`config.mk`:
```
export PLATFORM = sky130hd
export DESIGN_NAME = rbport_flat
export DESIGN_NICKNAME = d
export VERILOG_FILES = /design/src/rtl/rbport_if.sv /design/src/rtl/rbport.sv /design/src/flat_wrapper.sv
export SDC_FILE = /design/constraint.sdc
export NUM_CORES = 1
export LEC_CHECK = 0
export CAP_MARGIN = 20
export CORE_UTILIZATION = 41
export DETAILED_ROUTE_END_ITERATION = 7
export PLACE_DENSITY_LB_ADDON = 0.12
export REMOVE_ABC_BUFFERS = 1
export SYNTH_ARGS = -nofsm -noshare
export SYNTH_HDL_FRONTEND = slang
export SYNTH_SLANG_ARGS = --single-unit
```
`constraint.sdc`:
```
create_clock -name clk -period 2.2 [get_ports clk]
set_clock_uncertainty 0.1 [all_clocks]
set_input_delay 0.66 -clock clk [delete_from_list [all_inputs] [get_ports clk]]
set_output_delay 0.66 -clock clk [all_outputs]
set_load 0.03 [all_outputs]
```
`src/rtl/rbport_if.sv`:
```
// Register-bus port bundle: request, bank-side access and response channels.
interface rbport_if #(
  parameter int unsigned DW = 16
);
  logic          req_valid;
  logic          req_ready;
  logic [6:0]    req_r;
  logic          req_we;
  logic [DW-1:0] req_wdata;

  logic          bank_req;
  logic [17:0]   bank_sel;
  logic [3:0]    bank_off;
  logic          bank_we;
  logic [DW-1:0] bank_wdata;
  logic          bank_ack;
  logic [DW-1:0] bank_rdata;

  logic          rsp_valid;
  logic          rsp_ready;
  logic [DW-1:0] rsp_rdata;
  logic          rsp_err;

  // Port block's view.
  modport slave (
    input  req_valid, req_r, req_we, req_wdata, bank_ack, bank_rdata, rsp_ready,
    output req_ready, bank_req, bank_sel, bank_off, bank_we, bank_wdata,
           rsp_valid, rsp_rdata, rsp_err
  );

  // Requester/bank/consumer environment's view.
  modport master (
    output req_valid, req_r, req_we, req_wdata, bank_ack, bank_rdata, rsp_ready,
    input  req_ready, bank_req, bank_sel, bank_off, bank_we, bank_wdata,
           rsp_valid, rsp_rdata, rsp_err
  );
endinterface

```
`src/rtl/rbport.sv`:
```
// Single-outstanding register-bus port: decodes a 7-bit address into one of 18
// register spaces, runs one bank access with timeout, and returns a response.
module rbport #(
  parameter int unsigned DW  = 16,
  parameter int unsigned TMO = 15
) (
  input  logic       clk,
  input  logic       rst,
  rbport_if.slave    bus,
  output logic [7:0] err_cnt
);

  localparam logic [7:0] TmoCnt = 8'(TMO);

  typedef enum logic [1:0] {StIdle, StBank, StResp} state_e;

  state_e        state_q, state_d;
  logic [7:0]    cnt_q;
  logic          bank_req_q;
  logic [17:0]   bank_sel_q;
  logic [3:0]    bank_off_q;
  logic          bank_we_q;
  logic [DW-1:0] bank_wdata_q;
  logic [DW-1:0] rsp_rdata_q;
  logic          rsp_err_q;
  logic [7:0]    err_cnt_q;

  logic [17:0]   dec_sel;
  logic [3:0]    dec_off;
  logic          accept;
  logic          timeout;

  assign accept  = bus.req_valid && (state_q == StIdle);
  assign timeout = (cnt_q == TmoCnt);

  // Address decode into one-hot space select and in-space offset.
  always_comb begin
    dec_sel = '0;
    dec_off = '0;
    if (bus.req_r[6:4] == 3'h0) begin
      dec_sel[0] = 1'b1;
      dec_off    = bus.req_r[3:0];
    end else if (bus.req_r[6:4] == 3'h1) begin
      dec_sel[1] = 1'b1;
      dec_off    = bus.req_r[3:0];
    end else if (bus.req_r[6:3] == 4'h4) begin
      dec_sel[2] = 1'b1;
      dec_off    = {1'b0, bus.req_r[2:0]};
    end else if (bus.req_r[6:3] == 4'h5) begin
      dec_sel[3] = 1'b1;
      dec_off    = {1'b0, bus.req_r[2:0]};
    end else if (bus.req_r[6:3] == 4'h6) begin
      dec_sel[4] = 1'b1;
      dec_off    = {1'b0, bus.req_r[2:0]};
    end else if (bus.req_r[6:3] == 4'h7) begin
      dec_sel[5] = 1'b1;
      dec_off    = {1'b0, bus.req_r[2:0]};
    end else if (bus.req_r[6:4] == 3'h4) begin
      dec_sel[6] = 1'b1;
      dec_off    = bus.req_r[3:0];
    end else if (bus.req_r[6:4] == 3'h5) begin
      dec_sel[7] = 1'b1;
      dec_off    = bus.req_r[3:0];
    end else if (bus.req_r[6:2] == 5'h18) begin
      dec_sel[8] = 1'b1;
      dec_off    = {2'b00, bus.req_r[1:0]};
    end else if (bus.req_r[6:2] == 5'h19) begin
      dec_sel[9] = 1'b1;
      dec_off    = {2'b00, bus.req_r[1:0]};
    end else if (bus.req_r[6:3] == 4'hD) begin
      // Single-register spaces 0x68..0x6F map to bits 10..17.
      dec_sel[5'd10 + {2'b00, bus.req_r[2:0]}] = 1'b1;
    end
  end

  // State register.
  always_ff @(posedge clk) begin
    if (rst) state_q <= StIdle;
    else     state_q <= state_d;
  end

  // Next-state logic; an ack on the timeout cycle still completes normally.
  always_comb begin
    state_d = state_q;
    unique case (state_q)
      StIdle: if (bus.req_valid) state_d = (dec_sel != '0) ? StBank : StResp;
      StBank: if (bus.bank_ack || timeout) state_d = StResp;
      StResp: if (bus.rsp_ready) state_d = StIdle;
      default: state_d = StIdle;
    endcase
  end

  // FSM-decoded handshake outputs.
  always_comb begin
    bus.req_ready = 1'b0;
    bus.rsp_valid = 1'b0;
    unique case (state_q)
      StIdle:  bus.req_ready = 1'b1;
      StResp:  bus.rsp_valid = 1'b1;
      default: ;
    endcase
  end

  // Capture, bank-access, response and error-count datapath.
  always_ff @(posedge clk) begin
    if (rst) begin
      cnt_q        <= '0;
      bank_req_q   <= 1'b0;
      bank_sel_q   <= '0;
      bank_off_q   <= '0;
      bank_we_q    <= 1'b0;
      bank_wdata_q <= '0;
      rsp_rdata_q  <= '0;
      rsp_err_q    <= 1'b0;
      err_cnt_q    <= '0;
    end else begin
      unique case (state_q)
        StIdle: begin
          if (accept) begin
            cnt_q <= '0;
            if (dec_sel != '0) begin
              bank_req_q   <= 1'b1;
              bank_sel_q   <= dec_sel;
              bank_off_q   <= dec_off;
              bank_we_q    <= bus.req_we;
              bank_wdata_q <= bus.req_wdata;
            end else begin
              rsp_err_q   <= 1'b1;
              rsp_rdata_q <= '0;
            end
          end
        end
        StBank: begin
          if (bus.bank_ack) begin
            bank_req_q  <= 1'b0;
            rsp_err_q   <= 1'b0;
            rsp_rdata_q <= bank_we_q ? '0 : bus.bank_rdata;
          end else if (timeout) begin
            bank_req_q  <= 1'b0;
            rsp_err_q   <= 1'b1;
            rsp_rdata_q <= '0;
          end else begin
            cnt_q <= cnt_q + 8'd1;
          end
        end
        StResp: begin
          if (bus.rsp_ready && rsp_err_q && (err_cnt_q != 8'hFF)) begin
            err_cnt_q <= err_cnt_q + 8'd1;
          end
        end
        default: ;
      endcase
    end
  end

  assign bus.bank_req   = bank_req_q;
  assign bus.bank_sel   = bank_sel_q;
  assign bus.bank_off   = bank_off_q;
  assign bus.bank_we    = bank_we_q;
  assign bus.bank_wdata = bank_wdata_q;
  assign bus.rsp_rdata  = rsp_rdata_q;
  assign bus.rsp_err    = rsp_err_q;
  assign err_cnt        = err_cnt_q;

endmodule
```
`src/flat_wrapper.sv`:
```
// flat-port wrapper written by rule: the top's interface ports become plain ports
module rbport_flat 
#(
  parameter int unsigned DW  = 16,
  parameter int unsigned TMO = 15
)
  (clk, rst, err_cnt, bus_req_valid, bus_req_r, bus_req_we, bus_req_wdata, bus_bank_ack, bus_bank_rdata, bus_rsp_ready, bus_req_ready, bus_bank_req, bus_bank_sel, bus_bank_off, bus_bank_we, bus_bank_wdata, bus_rsp_valid, bus_rsp_rdata, bus_rsp_err);
  rbport_if #(.DW(DW)) bus_i ();
  input  logic clk;
  input  logic rst;
  output logic [7:0] err_cnt;
  input wire logic [$bits(bus_i.req_valid)-1:0] bus_req_valid;
  input wire logic [$bits(bus_i.req_r)-1:0] bus_req_r;
  input wire logic [$bits(bus_i.req_we)-1:0] bus_req_we;
  input wire logic [$bits(bus_i.req_wdata)-1:0] bus_req_wdata;
  input wire logic [$bits(bus_i.bank_ack)-1:0] bus_bank_ack;
  input wire logic [$bits(bus_i.bank_rdata)-1:0] bus_bank_rdata;
  input wire logic [$bits(bus_i.rsp_ready)-1:0] bus_rsp_ready;
  output wire logic [$bits(bus_i.req_ready)-1:0] bus_req_ready;
  output wire logic [$bits(bus_i.bank_req)-1:0] bus_bank_req;
  output wire logic [$bits(bus_i.bank_sel)-1:0] bus_bank_sel;
  output wire logic [$bits(bus_i.bank_off)-1:0] bus_bank_off;
  output wire logic [$bits(bus_i.bank_we)-1:0] bus_bank_we;
  output wire logic [$bits(bus_i.bank_wdata)-1:0] bus_bank_wdata;
  output wire logic [$bits(bus_i.rsp_valid)-1:0] bus_rsp_valid;
  output wire logic [$bits(bus_i.rsp_rdata)-1:0] bus_rsp_rdata;
  output wire logic [$bits(bus_i.rsp_err)-1:0] bus_rsp_err;
  assign bus_i.req_valid = bus_req_valid;
  assign bus_i.req_r = bus_req_r;
  assign bus_i.req_we = bus_req_we;
  assign bus_i.req_wdata = bus_req_wdata;
  assign bus_i.bank_ack = bus_bank_ack;
  assign bus_i.bank_rdata = bus_bank_rdata;
  assign bus_i.rsp_ready = bus_rsp_ready;
  assign bus_req_ready = bus_i.req_ready;
  assign bus_bank_req = bus_i.bank_req;
  assign bus_bank_sel = bus_i.bank_sel;
  assign bus_bank_off = bus_i.bank_off;
  assign bus_bank_we = bus_i.bank_we;
  assign bus_bank_wdata = bus_i.bank_wdata;
  assign bus_rsp_valid = bus_i.rsp_valid;
  assign bus_rsp_rdata = bus_i.rsp_rdata;
  assign bus_rsp_err = bus_i.rsp_err;
  rbport #(.DW(DW), .TMO(TMO)) u_core (.clk(clk), .rst(rst), .bus(bus_i), .err_cnt(err_cnt));
endmodule
```
* After elaboration in Yosys (flattened, before gate mapping) *
Cells that the tools add are included.
W data, S select, Z words.

storage, ports and cells
  register bits after elaboration = 75
  latch bits = 0
  bits in writable memories = 0
  ROM bits = 0
  bits of input ports = 45
  memories = 0

cells by class
  add/sub/neg operators = 3
  multiply operators = 0
  div/mod/pow operators = 0
  magnitude comparators = 2
  equality and inequality tests = 23
  shift operators = 0
  muxes and demuxes = 93
  bitwise operators = 0
  reductions and logical operators = 15

operators with widths
  kind                   count
  $mux W18               11
  $mux W9                11
  $mux W16               6
  $mux W4                10
  $mux W8                5
  $pmux W16 S2           1
  $mux W5                6
  $mux W1                22
  $reduce_bool A18 Y1    1
  $mux W17               1
  $add A8 B1 Y8 const B  2
  $eq A4 B3 Y1 const B   4
  $pmux W8 S2            1
  $mux W15               1
  $mux W14               1
  $mux W13               1
  $mux W12               1
  $mux W2                6
  $ne A2 B2 Y1 const B   6
  $reduce_and A4 Y1      3
  $mux W11               1
  $eq A5 B5 Y1 const B   2
  $mux W10               1
  $eq A8 B4 Y1 const B   1
  other kinds (24)       31

* Longest topological paths before layout *
  word-level depth = 44
  depth in mapped cells = 8
  depth with buffers taken out = 6

* Worst setup path before layout *
OpenSTA, ideal clock, no wires.

  kind = input port to flip-flop
  start point = input port bus_req_r[1]
  end point = register u_core.rsp_rdata_q[0], in the netlist u_core.bus.rsp_rdata[0]
  library setup time = 0.142 ns
  data arrival time = 2.142 ns
  slack = -0.184 ns
  stages = 7
  buffers on the path = 1
  cells stage by stage = inv_1 > ha_1 > nor3b_1 > a21oi_1 > o21ai_1 > clkbuf_1 > a311oi_1

between the ends
  cells in the longest elaborated chain, start to end = 43

ends and longest elaborated chain
  item                                                                RTL line            text
  start: declaration                                                  flat_wrapper.sv:13  input wire logic [$bits(bus_i.req_r)-1:0] bus_req_r;
  $add A4 B3 Y5 (*)                                                   rbport.sv:72        dec_sel[5'd10 + {2'b00, bus.req_r[2:0]}] = 1'b1;
  $lt A5 B6 Y1 (implied by the code) or $ge A5 B1 Y1 (tied branches)  rbport.sv:72
  $logic_and A1 B1 Y1 (implied by the code)                           rbport.sv:72
  $mux W1 (implied by the code)                                       rbport.sv:72
  $demux W1 S5 (*)                                                    n/a
  $mux W18 (*)                                                        rbport.sv:70        end else if (bus.req_r[6:3] == 4'hD) begin
  $mux W18 (*) (10 in a row)                                          n/a
  $mux W9                                                             rbport.sv:67        end else if (bus.req_r[6:2] == 5'h19) begin
  [18 not listed]                                                     n/a
  $mux W4 or $mux W1 (tied branches)                                  rbport.sv:52        end else if (bus.req_r[6:3] == 4'h6) begin
  $mux W3 (tied with other cells)                                     rbport.sv:49        end else if (bus.req_r[6:3] == 4'h5) begin
  $mux W2 (tied with other cells)                                     rbport.sv:46        end else if (bus.req_r[6:3] == 4'h4) begin
  $mux W1 or $mux W16 (tied branches)                                 rbport.sv:43        end else if (bus.req_r[6:4] == 3'h1) begin
  $mux W1 or $mux W17 (tied branches)                                 rbport.sv:40        if (bus.req_r[6:4] == 3'h0) begin
  $reduce_bool A18 Y1 (*)                                             rbport.sv:121       if (dec_sel != '0) begin
  $ne A2 B2 Y1 (no line) (*)                                          n/a
  $reduce_and A4 Y1 (no line) (*)                                     n/a
  end signal: assignment                                              rbport.sv:137       rsp_rdata_q <= bank_we_q ? '0 : bus.bank_rdata;
  end: declaration                                                    rbport.sv:24        logic [DW-1:0] rsp_rdata_q;

Mark *: on every way between the ends. The rest lies on a longest branch, timed or not. The select of a mux whose other input is x is not followed.
A chain may end at the register's enable or synchronous reset.

* Worst setup path in the final report *
  start point = register u_core.bank_sel_q[7], in the netlist u_core.bus.bank_sel[7]
  end point = output port bus_bank_sel[7]

RTL lines
  item                      RTL line            text
  start: declaration        rbport.sv:20        logic [17:0] bank_sel_q;
  start signal: assignment  rbport.sv:123       bank_sel_q <= dec_sel;
  end: declaration          flat_wrapper.sv:21  output wire logic [$bits(bus_i.bank_sel)-1:0] bus_bank_sel;

No word-level cell between the ends.

==> run_results.csv <==
group,metric,value,unit
floorplanning,rows,32,
floorplanning,start_util,43.0,%
power_and_ir_drop,switching_share,27.4,%
setup_path,critPathMaxFanout,2,
clock_tree,cts-root-buf,"clkbuf_8",
worst_hold_path,hold_class,"reg2reg",
timing,slew_headroom,67.2,%
outcome,status,"finished clean",
global_route,grt_pass1_vias,3446,
final_layout,register_area,1500,um2
placement,dp_slack,-0.604,ns
power_and_ir_drop,clkPwrFrac,37.3,%
setup_path,worst_setup_path_end_kind,"primary output",
synth,synth_top_cell_by_area,"dfxtp_1",
timing,tightest_slew,0.486,ns
setup_path,critPathKind,"reg2out",
floorplanning,io-pin-count,112,
global_route,gr-usage-all-layers,23.8,%
timing,finalHoldViolCount,0,
synth,syn_area,3360,um2
synth,syn_inst,389,
detailed_routing,drt-initial-drc-count,187,
final_layout,drive_gt1_share,16.5,%
timing,fin_setup_tns,0,ns
synth,synthArstFlopShare,0,%
placement,gp_congestion,0.862,
power_and_ir_drop,powerDensity,651,nW/um2
final_layout,most-common-layout-cells,"clkdlybuf4s50_1, dfxtp_1, a21oi_1",
setup_path,cp.buffers_inverters,1,
synth,ys_types,50,
setup_path,cp.required,1.44,ns
clock_tree,h-tree-depth,3,
timing,period_share,97.9,%
timing,setup_ws,0.0470,ns
clock_tree,clk_pin_slew_worst_paths,0.07,ns
clock_tree,hold_buffers,0,
floorplanning,die_h,92.5,um
placement,placed_area,4800,um2
clock_tree,clockBufferDepth,2,
synth,yosysSeqAreaShare,44.7,%
final_layout,final_common_cell,"clkdlybuf4s50_1",
detailed_routing,route.antenna.remaining_nets,0,
timing,rsz0062_at_grt,"true",
power_and_ir_drop,p_leak,1.91,nW
setup_path,start_kind,"flop",
detailed_routing,avgViaCountPerCell,5.75,
timing,max_freq,0.464,GHz
setup_path,timing.critical_path.slowest_stage_cell,"clkdlybuf4s50_1",
setup_path,path_cells,"clkdlybuf4s50_1",
final_layout,final_area,5240,um2
power_and_ir_drop,ir_drop,0.350,mV
final_layout,layout.nets,579,
global_route,grt_max_degree,33,
power_and_ir_drop,power_frac_seq,42.2,%
power_and_ir_drop,power.internal,2.48,mW
placement,dp_hpwl,6860,um
run,cap_violations,0,
synth,synth-edff-count,0,
final_layout,multi_input_area,1720,um2
global_route,grt_overflow,0,
placement,numPortBuffers,111,
floorplanning,die_area,8560,um2
setup_path,path_delay_family,"buffers and inverters",
synth,dominantRegCellSynth,"dfxtp_1",
synth,syn_avg_cell_area,8.63,um2
final_layout,area_delta_synth_final,56.0,%
clock_tree,numCtsBuffers,9,
detailed_routing,route.vias.total,3655,
final_layout,fill_cells,669,
synth,yosys-top-cells-area,"dfxtp_1, a21oi_1, o21ai_0",
synth,ys_seq_elements,75,
clock_tree,insertion_delay,0.35,ns
power_and_ir_drop,switchingPower,0.934,mW
synth,synth_warnings,0,
timing,finalCriticalPeriod,2.15,ns
power_and_ir_drop,combPwrFrac,20.5,%
clock_tree,cts.sinks,75,
setup_path,arrival,1.39,ns
detailed_routing,firstDrtPassIters,5,
setup_path,slowest_delay,0.71,ns
synth,synth_top_area_share,44.7,%
detailed_routing,drc,0,
timing,setup_violations,0,
timing,slew_viol_final,0,
global_route,grt_pass1_wl,16200,um
final_layout,post-route-util,67.1,%
global_route,grt_antenna_before_repair,0,
clock_tree,cts_tree,"built",
detailed_routing,wl,10200,um
final_layout,antenna_cells,0,
floorplanning,die_w,92.5,um
floorplanning,fp.coreArea,7810,um2
detailed_routing,wl_per_cell,16.0,um
==> stage by stage <==
step           hold WS [ns]  instances  power [mW]
2_1_floorplan         0.361        358        1.77
3_3_place_gp          0.351        613        2.11
3_5_place_dp          0.354        613        2.12
4_1_cts               0.367        632        3.41
5_1_grt               0.399        636        3.54
6_report              0.362        636        3.41
==> Yosys cell counts, types with 2 or more instances <==
cell       number
o21a_1          2
a31o_2          2
nand4_1         8
or4b_2          2
o32ai_1         4
o41ai_1         2
clkbuf_1       27
buf_6           2
o211ai_1        5
o31ai_1         4
a311oi_1       17
nor2_1         13
and2_1          3
nand4b_1        2
a2111o_1        2
a21oi_1        68
or4_1           3
inv_1          11
a32o_1          2
mux2i_1         3
nand2b_1        4
nor3b_1         2
xor2_1          5
o22ai_1         2
o2bb2ai_1       4
and4b_1         2
o21ai_0        32
ha_1            4
nand3_1        28
and3_1          4
nor4_1          2
nor3_1          2
dfxtp_1        75
or2_2           3
nand2_1        23
==> sequential cells by signal, summed over array words and instances (netlist names) <==
name	count
u_core.bus.bank_off	4
u_core.bus.bank_req	1
u_core.bus.bank_sel	18
u_core.bus.bank_wdata	16
u_core.bus.bank_we	1
u_core.bus.rsp_err	1
u_core.bus.rsp_rdata	16
u_core.cnt_q	8
u_core.err_cnt	8
u_core.state_q	2
==> worst paths after layout <==
kind                               start                 endpoint  slack (ns)  depth (start not counted)
setup / recovery  u_core.bus.bank_sel[7]          bus_bank_sel[7]        0.05                          1
hold reg to reg   u_core.bus.bank_sel[3]   u_core.bus.bank_sel[3]        0.36                          2
setup reg to reg         u_core.cnt_q[0]  u_core.bus.rsp_rdata[8]        0.09                          5
hold / removal    u_core.bus.bank_sel[3]   u_core.bus.bank_sel[3]        0.36                          2
==> power groups by stage <==
| stage | Combinational (mW) | Clock, mW | Sequential (mW) |
|---|---|---|---|
| 2_1_floorplan | 0.203 | 0 | 1.56 |
| 3_3_place_gp | 0.647 | 0 | 1.47 |
| 5_1_grt | 0.748 | 1.35 | 1.44 |
| 4_1_cts | 0.679 | 1.29 | 1.44 |
| 6_report | 0.701 | 1.27 | 1.44 |
| 3_5_place_dp | 0.655 | 0 | 1.47 |
==> routing by layer <==
metal | up-vias | wire length [um] | global-route usage [%]
li1 | 1752 | - | -
met1 | 1765 | 4530 | 30.2
met2 | 123 | 4950 | 39.8
met3 | 15 | 521 | 3.69
met4 | 0 | 183 | 10.3
met5 | - | 0 | 0
==> final cells by class <==
class                   instances  area share (%)
flip-flops and latches         75            28.7
repair buffers                161            30.7
clock buffers                   9            2.36
clock inverters                 6            2.15
inverters                      11           0.860
multi-input cells             272            32.9
well taps                     102            2.44
==> worst register-to-register path: cells and delay by family, from the launching register on <==
kind	cells	cell delay, ns
AOI/OAI and AO/OA	2	0.47
adders and majority gates	1	0.23
buffers and inverters	1	0.30
DFF	1	0.38
and+or+nand+nor	1	0.49
==> logic make-up after synthesis <==
logic type / after synthesis / share of synthesized area [%]
AND/OR/NAND/NOR: 106 / 17.3
buffers and inverters: 42 / 5.29
flip-flops: 75 / 44.7
adder cells (fa/ha/maj): 4 / 1.49
XOR/XNOR: 5 / 1.30
multiplexers: 3 / 0.894
AO/OA/AOI/OAI: 154 / 29.0
==> timing repair <==
item                                    in CTS  in global routing
endpoints found under the setup margin      68                 55
hold endpoints to repair                     0                  0
pin swaps                                    5                  5
resized for setup                           23                 10
buffers inserted                             2                  3
cloned                                       2                  1
Power figures use the tool's default switching activity.
